## src/rtl/regfile_wr_arbiter_pkg.sv

```systemverilog
// rtl/regfile_wr_arbiter_pkg.sv - shared widths and arbiter state encodings
package regfile_wr_arbiter_pkg;

    localparam int REG_DATA_SIZE = 32;
    localparam int REG_ADDR_SIZE = 5;

    typedef enum logic {
        ARB_NORMAL = 1'b0,
        ARB_FORCE  = 1'b1
    } arb_state_t;

endpackage

```

## src/rtl/regfile_wr_arbiter_if.sv

```systemverilog
// rtl/regfile_wr_arbiter_if.sv - writeback (A) and late-unit (B) request handshakes
interface regfile_wr_arbiter_if
    import regfile_wr_arbiter_pkg::*;
#(
    parameter int DATA_W = REG_DATA_SIZE,
    parameter int ADDR_W = REG_ADDR_SIZE
);
    logic              wb_valid;
    logic              wb_ready;
    logic [ADDR_W-1:0] wb_addr;
    logic [DATA_W-1:0] wb_data;
    logic              lu_valid;
    logic              lu_ready;
    logic [ADDR_W-1:0] lu_addr;
    logic [DATA_W-1:0] lu_data;

    modport master (
        output wb_valid, wb_addr, wb_data, lu_valid, lu_addr, lu_data,
        input  wb_ready, lu_ready
    );

    modport slave (
        input  wb_valid, wb_addr, wb_data, lu_valid, lu_addr, lu_data,
        output wb_ready, lu_ready
    );
endinterface

```

## src/rtl/regfile_wr_fifo.sv

```systemverilog
// rtl/regfile_wr_fifo.sv - late-unit write FIFO exposing every entry address and valid bit
module regfile_wr_fifo #(
    parameter int DATA_W = 32,
    parameter int ADDR_W = 5,
    parameter int DEPTH  = 4
) (
    input  logic                         clk,
    input  logic                         reset,
    input  logic                         push,
    input  logic [ADDR_W-1:0]            push_addr,
    input  logic [DATA_W-1:0]            push_data,
    input  logic                         pop,
    output logic                         full,
    output logic                         empty,
    output logic [ADDR_W-1:0]            head_addr,
    output logic [DATA_W-1:0]            head_data,
    output logic [DEPTH-1:0][ADDR_W-1:0] entry_addr,
    output logic [DEPTH-1:0]             entry_valid
);
    localparam int PTR_W = $clog2(DEPTH);

    logic [PTR_W:0]                wr_ptr;
    logic [PTR_W:0]                rd_ptr;
    logic [PTR_W-1:0]              wr_idx;
    logic [PTR_W-1:0]              rd_idx;
    logic [DEPTH-1:0][ADDR_W-1:0]  mem_addr;
    logic [DATA_W-1:0]             mem_data [DEPTH];
    logic [DEPTH-1:0]              valid;

    assign wr_idx = wr_ptr[PTR_W-1:0];
    assign rd_idx = rd_ptr[PTR_W-1:0];

    // Extra wrap bit distinguishes full from empty when the indices match.
    assign empty = (wr_ptr == rd_ptr);
    assign full  = (wr_ptr[PTR_W] != rd_ptr[PTR_W]) && (wr_idx == rd_idx);

    assign head_addr   = mem_addr[rd_idx];
    assign head_data   = mem_data[rd_idx];
    assign entry_addr  = mem_addr;
    assign entry_valid = valid;

    always_ff @(posedge clk) begin
        if (reset) begin
            wr_ptr   <= '0;
            rd_ptr   <= '0;
            valid    <= '0;
            mem_addr <= '0;
        end else begin
            if (push) begin
                mem_addr[wr_idx] <= push_addr;
                valid[wr_idx]    <= 1'b1;
                wr_ptr           <= wr_ptr + (PTR_W+1)'(1);
            end
            if (pop) begin
                valid[rd_idx] <= 1'b0;
                rd_ptr        <= rd_ptr + (PTR_W+1)'(1);
            end
        end
    end

    always_ff @(posedge clk) begin
        if (push) begin
            mem_data[wr_idx] <= push_data;
        end
    end
endmodule

```

## src/rtl/regfile_wr_arbiter.sv

```systemverilog
// rtl/regfile_wr_arbiter.sv - register-file write port arbiter, writeback over queued late-unit writes
// Optional statistics counters: REGWR_ARB_STATS_EN
module regfile_wr_arbiter
    import regfile_wr_arbiter_pkg::*;
#(
    parameter int DATA_W        = REG_DATA_SIZE,
    parameter int ADDR_W        = REG_ADDR_SIZE,
    parameter int LU_FIFO_DEPTH = 4,
    parameter int STARVE_LIMIT  = 8
) (
    input  logic                     clk,
    input  logic                     reset,
    regfile_wr_arbiter_if.slave      bus,
    output logic [(1<<ADDR_W)-1:0]   pending_mask,
    output logic [ADDR_W-1:0]        wr_addr,
    output logic [DATA_W-1:0]        wr_data,
`ifdef REGWR_ARB_STATS_EN
    output logic                     wr_enable,
    output logic [15:0]              stat_conflicts,
    output logic [15:0]              stat_forced
`else
    output logic                     wr_enable
`endif
);
    localparam logic [7:0] LIMIT = 8'(STARVE_LIMIT);

    arb_state_t                              state;
    arb_state_t                              state_next;
    logic [7:0]                              starve_cnt;
    logic [7:0]                              starve_next;
    logic                                    force_b;
    logic                                    grant_a;
    logic                                    grant_b;
    logic                                    fifo_push;
    logic                                    fifo_full;
    logic                                    fifo_empty;
    logic [ADDR_W-1:0]                       head_addr;
    logic [DATA_W-1:0]                       head_data;
    logic [LU_FIFO_DEPTH-1:0][ADDR_W-1:0]    entry_addr;
    logic [LU_FIFO_DEPTH-1:0]                entry_valid;

    assign bus.lu_ready = !fifo_full && !reset;
    assign fifo_push    = bus.lu_valid && bus.lu_ready;

    regfile_wr_fifo #(
        .DATA_W (DATA_W),
        .ADDR_W (ADDR_W),
        .DEPTH  (LU_FIFO_DEPTH)
    ) u_fifo (
        .clk         (clk),
        .reset       (reset),
        .push        (fifo_push),
        .push_addr   (bus.lu_addr),
        .push_data   (bus.lu_data),
        .pop         (grant_b),
        .full        (fifo_full),
        .empty       (fifo_empty),
        .head_addr   (head_addr),
        .head_data   (head_data),
        .entry_addr  (entry_addr),
        .entry_valid (entry_valid)
    );

    always_ff @(posedge clk) begin
        if (reset) begin
            state      <= ARB_NORMAL;
            starve_cnt <= '0;
        end else begin
            state      <= state_next;
            starve_cnt <= starve_next;
        end
    end

    // The counter only grows while the head is denied, so reaching the
    // limit implies the FIFO is still occupied on the following cycle.
    always_comb begin
        state_next = state;
        case (state)
            ARB_NORMAL: if (starve_next == LIMIT) state_next = ARB_FORCE;
            ARB_FORCE:  state_next = ARB_NORMAL;
            default:    state_next = ARB_NORMAL;
        endcase
    end

    always_comb begin
        force_b      = (state == ARB_FORCE) && !fifo_empty;
        bus.wb_ready = !force_b;
        grant_a      = !force_b && bus.wb_valid;
        grant_b      = force_b || (!bus.wb_valid && !fifo_empty);
    end

    always_comb begin
        starve_next = starve_cnt;
        if (fifo_empty || grant_b) begin
            starve_next = '0;
        end else if (grant_a && starve_cnt != LIMIT) begin
            starve_next = starve_cnt + 8'd1;
        end
    end

    // x0 writes are consumed like any other but never strobe the register file.
    always_ff @(posedge clk) begin
        if (reset) begin
            wr_enable <= 1'b0;
            wr_addr   <= '0;
            wr_data   <= '0;
        end else if (grant_a) begin
            wr_enable <= (bus.wb_addr != '0);
            wr_addr   <= bus.wb_addr;
            wr_data   <= bus.wb_data;
        end else if (grant_b) begin
            wr_enable <= (head_addr != '0);
            wr_addr   <= head_addr;
            wr_data   <= head_data;
        end else begin
            wr_enable <= 1'b0;
        end
    end

    always_comb begin
        pending_mask = '0;
        if (!reset) begin
            for (int i = 0; i < LU_FIFO_DEPTH; i++) begin
                if (entry_valid[i] && entry_addr[i] != '0) begin
                    pending_mask[entry_addr[i]] = 1'b1;
                end
            end
        end
    end

`ifdef REGWR_ARB_STATS_EN
    always_ff @(posedge clk) begin
        if (reset) begin
            stat_conflicts <= '0;
            stat_forced    <= '0;
        end else begin
            if (bus.wb_valid && !fifo_empty && stat_conflicts != 16'hFFFF) begin
                stat_conflicts <= stat_conflicts + 16'd1;
            end
            if (force_b && stat_forced != 16'hFFFF) begin
                stat_forced <= stat_forced + 16'd1;
            end
        end
    end
`endif
endmodule

```

## src/flat_wrapper.sv

```systemverilog
// flat-port wrapper written by rule: the top's interface ports become plain ports
module regfile_wr_arbiter_flat import regfile_wr_arbiter_pkg::*;
#(
    parameter int DATA_W        = REG_DATA_SIZE,
    parameter int ADDR_W        = REG_ADDR_SIZE,
    parameter int LU_FIFO_DEPTH = 4,
    parameter int STARVE_LIMIT  = 8
)
  (clk, reset, pending_mask, wr_addr, wr_data, wr_enable, bus_wb_valid, bus_wb_addr, bus_wb_data, bus_lu_valid, bus_lu_addr, bus_lu_data, bus_wb_ready, bus_lu_ready);
  regfile_wr_arbiter_if #(.DATA_W(DATA_W), .ADDR_W(ADDR_W)) bus_i ();
  input  logic clk;
  input  logic reset;
  output logic [(1<<ADDR_W)-1:0] pending_mask;
  output logic [ADDR_W-1:0] wr_addr;
  output logic [DATA_W-1:0] wr_data;
  output logic wr_enable;
  input wire logic [$bits(bus_i.wb_valid)-1:0] bus_wb_valid;
  input wire logic [$bits(bus_i.wb_addr)-1:0] bus_wb_addr;
  input wire logic [$bits(bus_i.wb_data)-1:0] bus_wb_data;
  input wire logic [$bits(bus_i.lu_valid)-1:0] bus_lu_valid;
  input wire logic [$bits(bus_i.lu_addr)-1:0] bus_lu_addr;
  input wire logic [$bits(bus_i.lu_data)-1:0] bus_lu_data;
  output wire logic [$bits(bus_i.wb_ready)-1:0] bus_wb_ready;
  output wire logic [$bits(bus_i.lu_ready)-1:0] bus_lu_ready;
  assign bus_i.wb_valid = bus_wb_valid;
  assign bus_i.wb_addr = bus_wb_addr;
  assign bus_i.wb_data = bus_wb_data;
  assign bus_i.lu_valid = bus_lu_valid;
  assign bus_i.lu_addr = bus_lu_addr;
  assign bus_i.lu_data = bus_lu_data;
  assign bus_wb_ready = bus_i.wb_ready;
  assign bus_lu_ready = bus_i.lu_ready;
  regfile_wr_arbiter #(.DATA_W(DATA_W), .ADDR_W(ADDR_W), .LU_FIFO_DEPTH(LU_FIFO_DEPTH), .STARVE_LIMIT(STARVE_LIMIT)) u_core (.clk(clk), .reset(reset), .bus(bus_i), .pending_mask(pending_mask), .wr_addr(wr_addr), .wr_data(wr_data), .wr_enable(wr_enable));
endmodule
```

## config.mk

```make
export PLATFORM = sky130hd
export DESIGN_NAME = regfile_wr_arbiter_flat
export DESIGN_NICKNAME = d
export VERILOG_FILES = /design/src/rtl/regfile_wr_arbiter_pkg.sv /design/src/rtl/regfile_wr_arbiter_if.sv /design/src/rtl/regfile_wr_fifo.sv /design/src/rtl/regfile_wr_arbiter.sv /design/src/flat_wrapper.sv
export SDC_FILE = /design/constraint.sdc
export NUM_CORES = 1
export LEC_CHECK = 0
export ABC_AREA = 0
export CORE_ASPECT_RATIO = 2
export CORE_MARGIN = 2
export CORE_UTILIZATION = 49
export DETAILED_ROUTE_END_ITERATION = 10
export HOLD_SLACK_MARGIN = 0.03
export PLACE_DENSITY = 0.77
export SLEW_MARGIN = 20
export SYNTH_ARGS = -nofsm -noshare
export SYNTH_HDL_FRONTEND = slang
export SYNTH_SLANG_ARGS = --single-unit
```

## constraint.sdc

```tcl
create_clock -name clk -period 2.4 [get_ports clk]
set_clock_uncertainty 0.1 [all_clocks]
set_input_delay 0.6 -clock clk [delete_from_list [all_inputs] [get_ports clk]]
set_output_delay 0.6 -clock clk [all_outputs]
set_load 0.1 [all_outputs]
```

==> results of run 1 <==
layout make-up:
cell class,instances,area share [%]
Multi-Input combinational cell,487,33.9
Inverter,20,0.675
Sequential cell,207,39.7
Timing Repair Buffer,247,19.0
Tap cell,259,2.33
Clock inverter,9,1.12
Clock buffer,21,3.24
Antenna cell,2,0.0360
worst reg2reg max path: stages, from the launching register on:
cell	delay, ns
dfxtp_2	0.39
buf_4	0.23
mux4_2	0.57
or4_1	0.54
o21ai_1	0.15
a21oi_1	0.08
worst min-delay path by stage:
stage	end	slack, ns	cells past startpoint
floorplan	u_core.u_fifo.entry_valid[3]	0.40	1
global placement	u_core.wr_data[0]	0.36	2
detailed placement	u_core.wr_addr[3]	0.37	2
CTS	u_core.u_fifo.rd_ptr[0]	0.35	2
global route	u_core.u_fifo.wr_ptr[1]	0.37	2
finish	u_core.u_fifo.rd_ptr[0]	0.36	2
logic make-up (layout without fill, tap and decap cells):
logic type,after synthesis,in the layout,share of synthesized area (%)
simple gates,260,260,14.3
compound gates,142,142,11.8
flops,207,207,56.0
mux,60,60,11.0
xor+xnor,14,14,1.42
buf+inv,95,297,4.19
other cells,1,3,0.0387
fa+ha+maj,10,10,1.29
through the flow:
stage / hold WS, ns / setup TNS, ns / cell area [um2] / setup slack, ns / instances
after CTS: 0.348 / -3.67 / 13500 / -0.169 / 1237
after detailed placement: 0.367 / 0 / 12400 / 0.0803 / 1197
after floorplan: 0.397 / -2.20 / 10100 / -0.291 / 789
after global placement: 0.358 / 0 / 12400 / 0.0925 / 1197
after global routing: 0.365 / -5.61 / 13900 / -0.234 / 1252
final: 0.361 / -3.86 / 13900 / -0.196 / 1252
registers in the layout (all words and copies together), names as in the netlist, named ones only:
register and cells:
u_core.starve_cnt 8, u_core.state 1, u_core.u_fifo.entry_addr 20, u_core.u_fifo.entry_valid 4, u_core.u_fifo.mem_data 128, u_core.u_fifo.rd_ptr 3, u_core.u_fifo.wr_ptr 3, u_core.wr_addr 5
u_core.wr_data 32, u_core.wr_enable 1
routing by layer:
| layer | wire [um] | global-route usage (%) | share of wire, % |
|---|---|---|---|
| met1 | 9020 | 29.8 | 30 |
| met2 | 16700 | 52.1 | 56 |
| met3 | 1790 | 4.30 | 6.0 |
| met4 | 2430 | 19.5 | 8.1 |
| met5 | 0 | 0 | 0 |
power breakdown:
part | internal, mW | leakage (nW) | switching [mW]
Combinational | 0.871 | 2.68 | 1.64
Clock | 1.78 | 0.295 | 1.21
Sequential | 3.96 | 1.83 | 0.163
synthesized netlist by cell type (2+ instances only):
library cell  number
and3_1             4
xnor2_1            5
nor3b_1            9
o2111a_1           2
dfxtp_1           79
clkbuf_1          54
a221oi_1           9
or3_1              3
o2111ai_1         36
and3b_1            4
nor3_1            14
a32oi_1            9
buf_6              2
buf_1              3
mux4_2            37
o31ai_1            3
inv_1             19
buf_4              6
nor2b_1            2
nand4_1           37
a22oi_1           31
or4_1              4
o32ai_1            2
o311ai_4           4
nand2_1           15
a21oi_1           30
nor2_1            62
edfxtp_1         128
nand2b_1           9
nand4b_1           3
nand3_1           80
mux2i_1           23
o22ai_1            4
a31oi_1            3
nand3b_1           8
buf_2              9
ha_1              10
nor4b_1            2
xor2_1             7
timing repair:
item | 4_1_cts | 5_1_grt
buffers inserted | 11 | 13
gates resized for setup | 121 | 52
endpoints found under the setup margin | 33 | 33
pin swaps | 26 | 23
==> reports/qor.yml, run 1 <==
sta:
  relSlewSlack_pct: 43.0
  hold_viol: 0
  slew_viol_final: 0
  layout_min_cycle_time_ns: 2.60
  finalCritPeriodShare_pct: 108
  fmaxAchievable_mhz: 385
  rsz0062_at_grt: "yes"
  max_slew.worst_pin.slew_ns: 0.844
  setup_viol: 31
  fin_ws_ns: -0.196
synth:
  yosys.area.top_type: "edfxtp_1"
  yosys_warnings: 0
  ys_seq_elements: 207
  ys_async_sr_fraction_pct: 0
  synth_edf_count: 128
  synth_area_leaders: "edfxtp_1 (40%), dfxtp_1 (16%), mux4_2 (8.6%)"
  synth_area_um2: 9690
  synthFlopType: "edfxtp_1"
  syn_area_per_cell_um2: 12.3
  synthCells: 789
  synth_nets: 877
  yosysTopAreaCellShare_pct: 39.7
  yosysSeqAreaShare_pct: 56.0
  synth_cell_types: 57
setup_path:
  crit_arrival_ns: 1.90
  r2r_start: "u_core.u_fifo.rd_ptr[0]"
  critical_path.cell_chain: "buf_4 -> nor4b_2 -> buf_4 -> a32oi_1 -> a21oi_4 -> buf_12"
  rr_endpoint: "u_core.wr_enable"
  worst-path-buf-inv: 3
  critPathRequiredTime_ns: 1.70
  crit_path_max_incr_delay_ns: 0.35
  path_delay_family: "buffers and inverters"
  cp.depth: 6
  worst_setup_path_start_kind: "flip-flop"
  critical_path_class: "reg -> out"
  slowest_stage: "dfxtp_4"
  cp_common_cell: "buf_4"
  critPathLaunch: "u_core.u_fifo.entry_addr[9]"
  end_kind: "output port"
  reg2regPathDepth: 5
  critPathCapture: "pending_mask[19]"
  reg2reg_slack_ns: 0.24
  crit_fanout: 4
cts:
  htreeDepth: 1
  clkTransAtPathRegs_ns: 0.06
  hold_buffers: 0
  cts_tree: "built"
  insertion_delay_ns: 0.48
  clock_sinks: 207
  cts-root-buf: "clkbuf_16"
  cts_buffer_depth: 3
  cts_made_buffers: 17
finish:
  drive_above_1_share_pct: 40.1
  post-route-util_pct: 71.8
  area_growth_pct: 43.4
  final_common_cell: "edfxtp_1"
  nNetsFinal: 1068
  final_cell_mix: "edfxtp_1 (128), buf_4 (111), nand3_1 (78)"
  fillers: 1271
  regArea_um2: 5520
  multi_input_area_um2: 4710
floorplan:
  ios: 150
  fp-row-count: 72
  start_util_pct: 50.0
  die_y_um: 203
  die_area_um2: 21000
  core_area_um2: 19400
  fp.dieW_um: 103
routing:
  wl_per_cell_um: 23.9
  drc_errors: 0
  viasPerCell: 6.34
  wirelength_um: 30000
  drtIter0Drc: 471
  ant_nets: 0
  first_pass_iters: 5
  num_vias: 7938
pwr:
  power_density_nw_per_um2: 692
  power_mw: 9.63
  p_leak_nw: 4.80
  ir_drop_uv: 735
run:
  max-cap-violations: 0
run_status:
  status: "complete, but fails checks"
  failed_checks: "setup timing"
hold_path:
  hold_class: "in -> reg"
  min-delay-start: "reset"
place:
  gp_congestion: 0.960
  port_buffers: 148
  hpwl_um: 21300
grt:
  antenna_found_initial: 2
  grtUsageTotal_pct: 29.0
  grt_start_max_net_pins: 46
  grt_pass1_wl_um: 45800
  gr-total-overflow: 0
  grt_pass1_vias: 8241
(Power assumes the default switching activity.)
==> run 2: changes to the inputs <==
- HOLD_SLACK_MARGIN: 0.03 -> not set
==> results of run 2 <==
Final layout, timing and power as in run 1 (identical DEF).
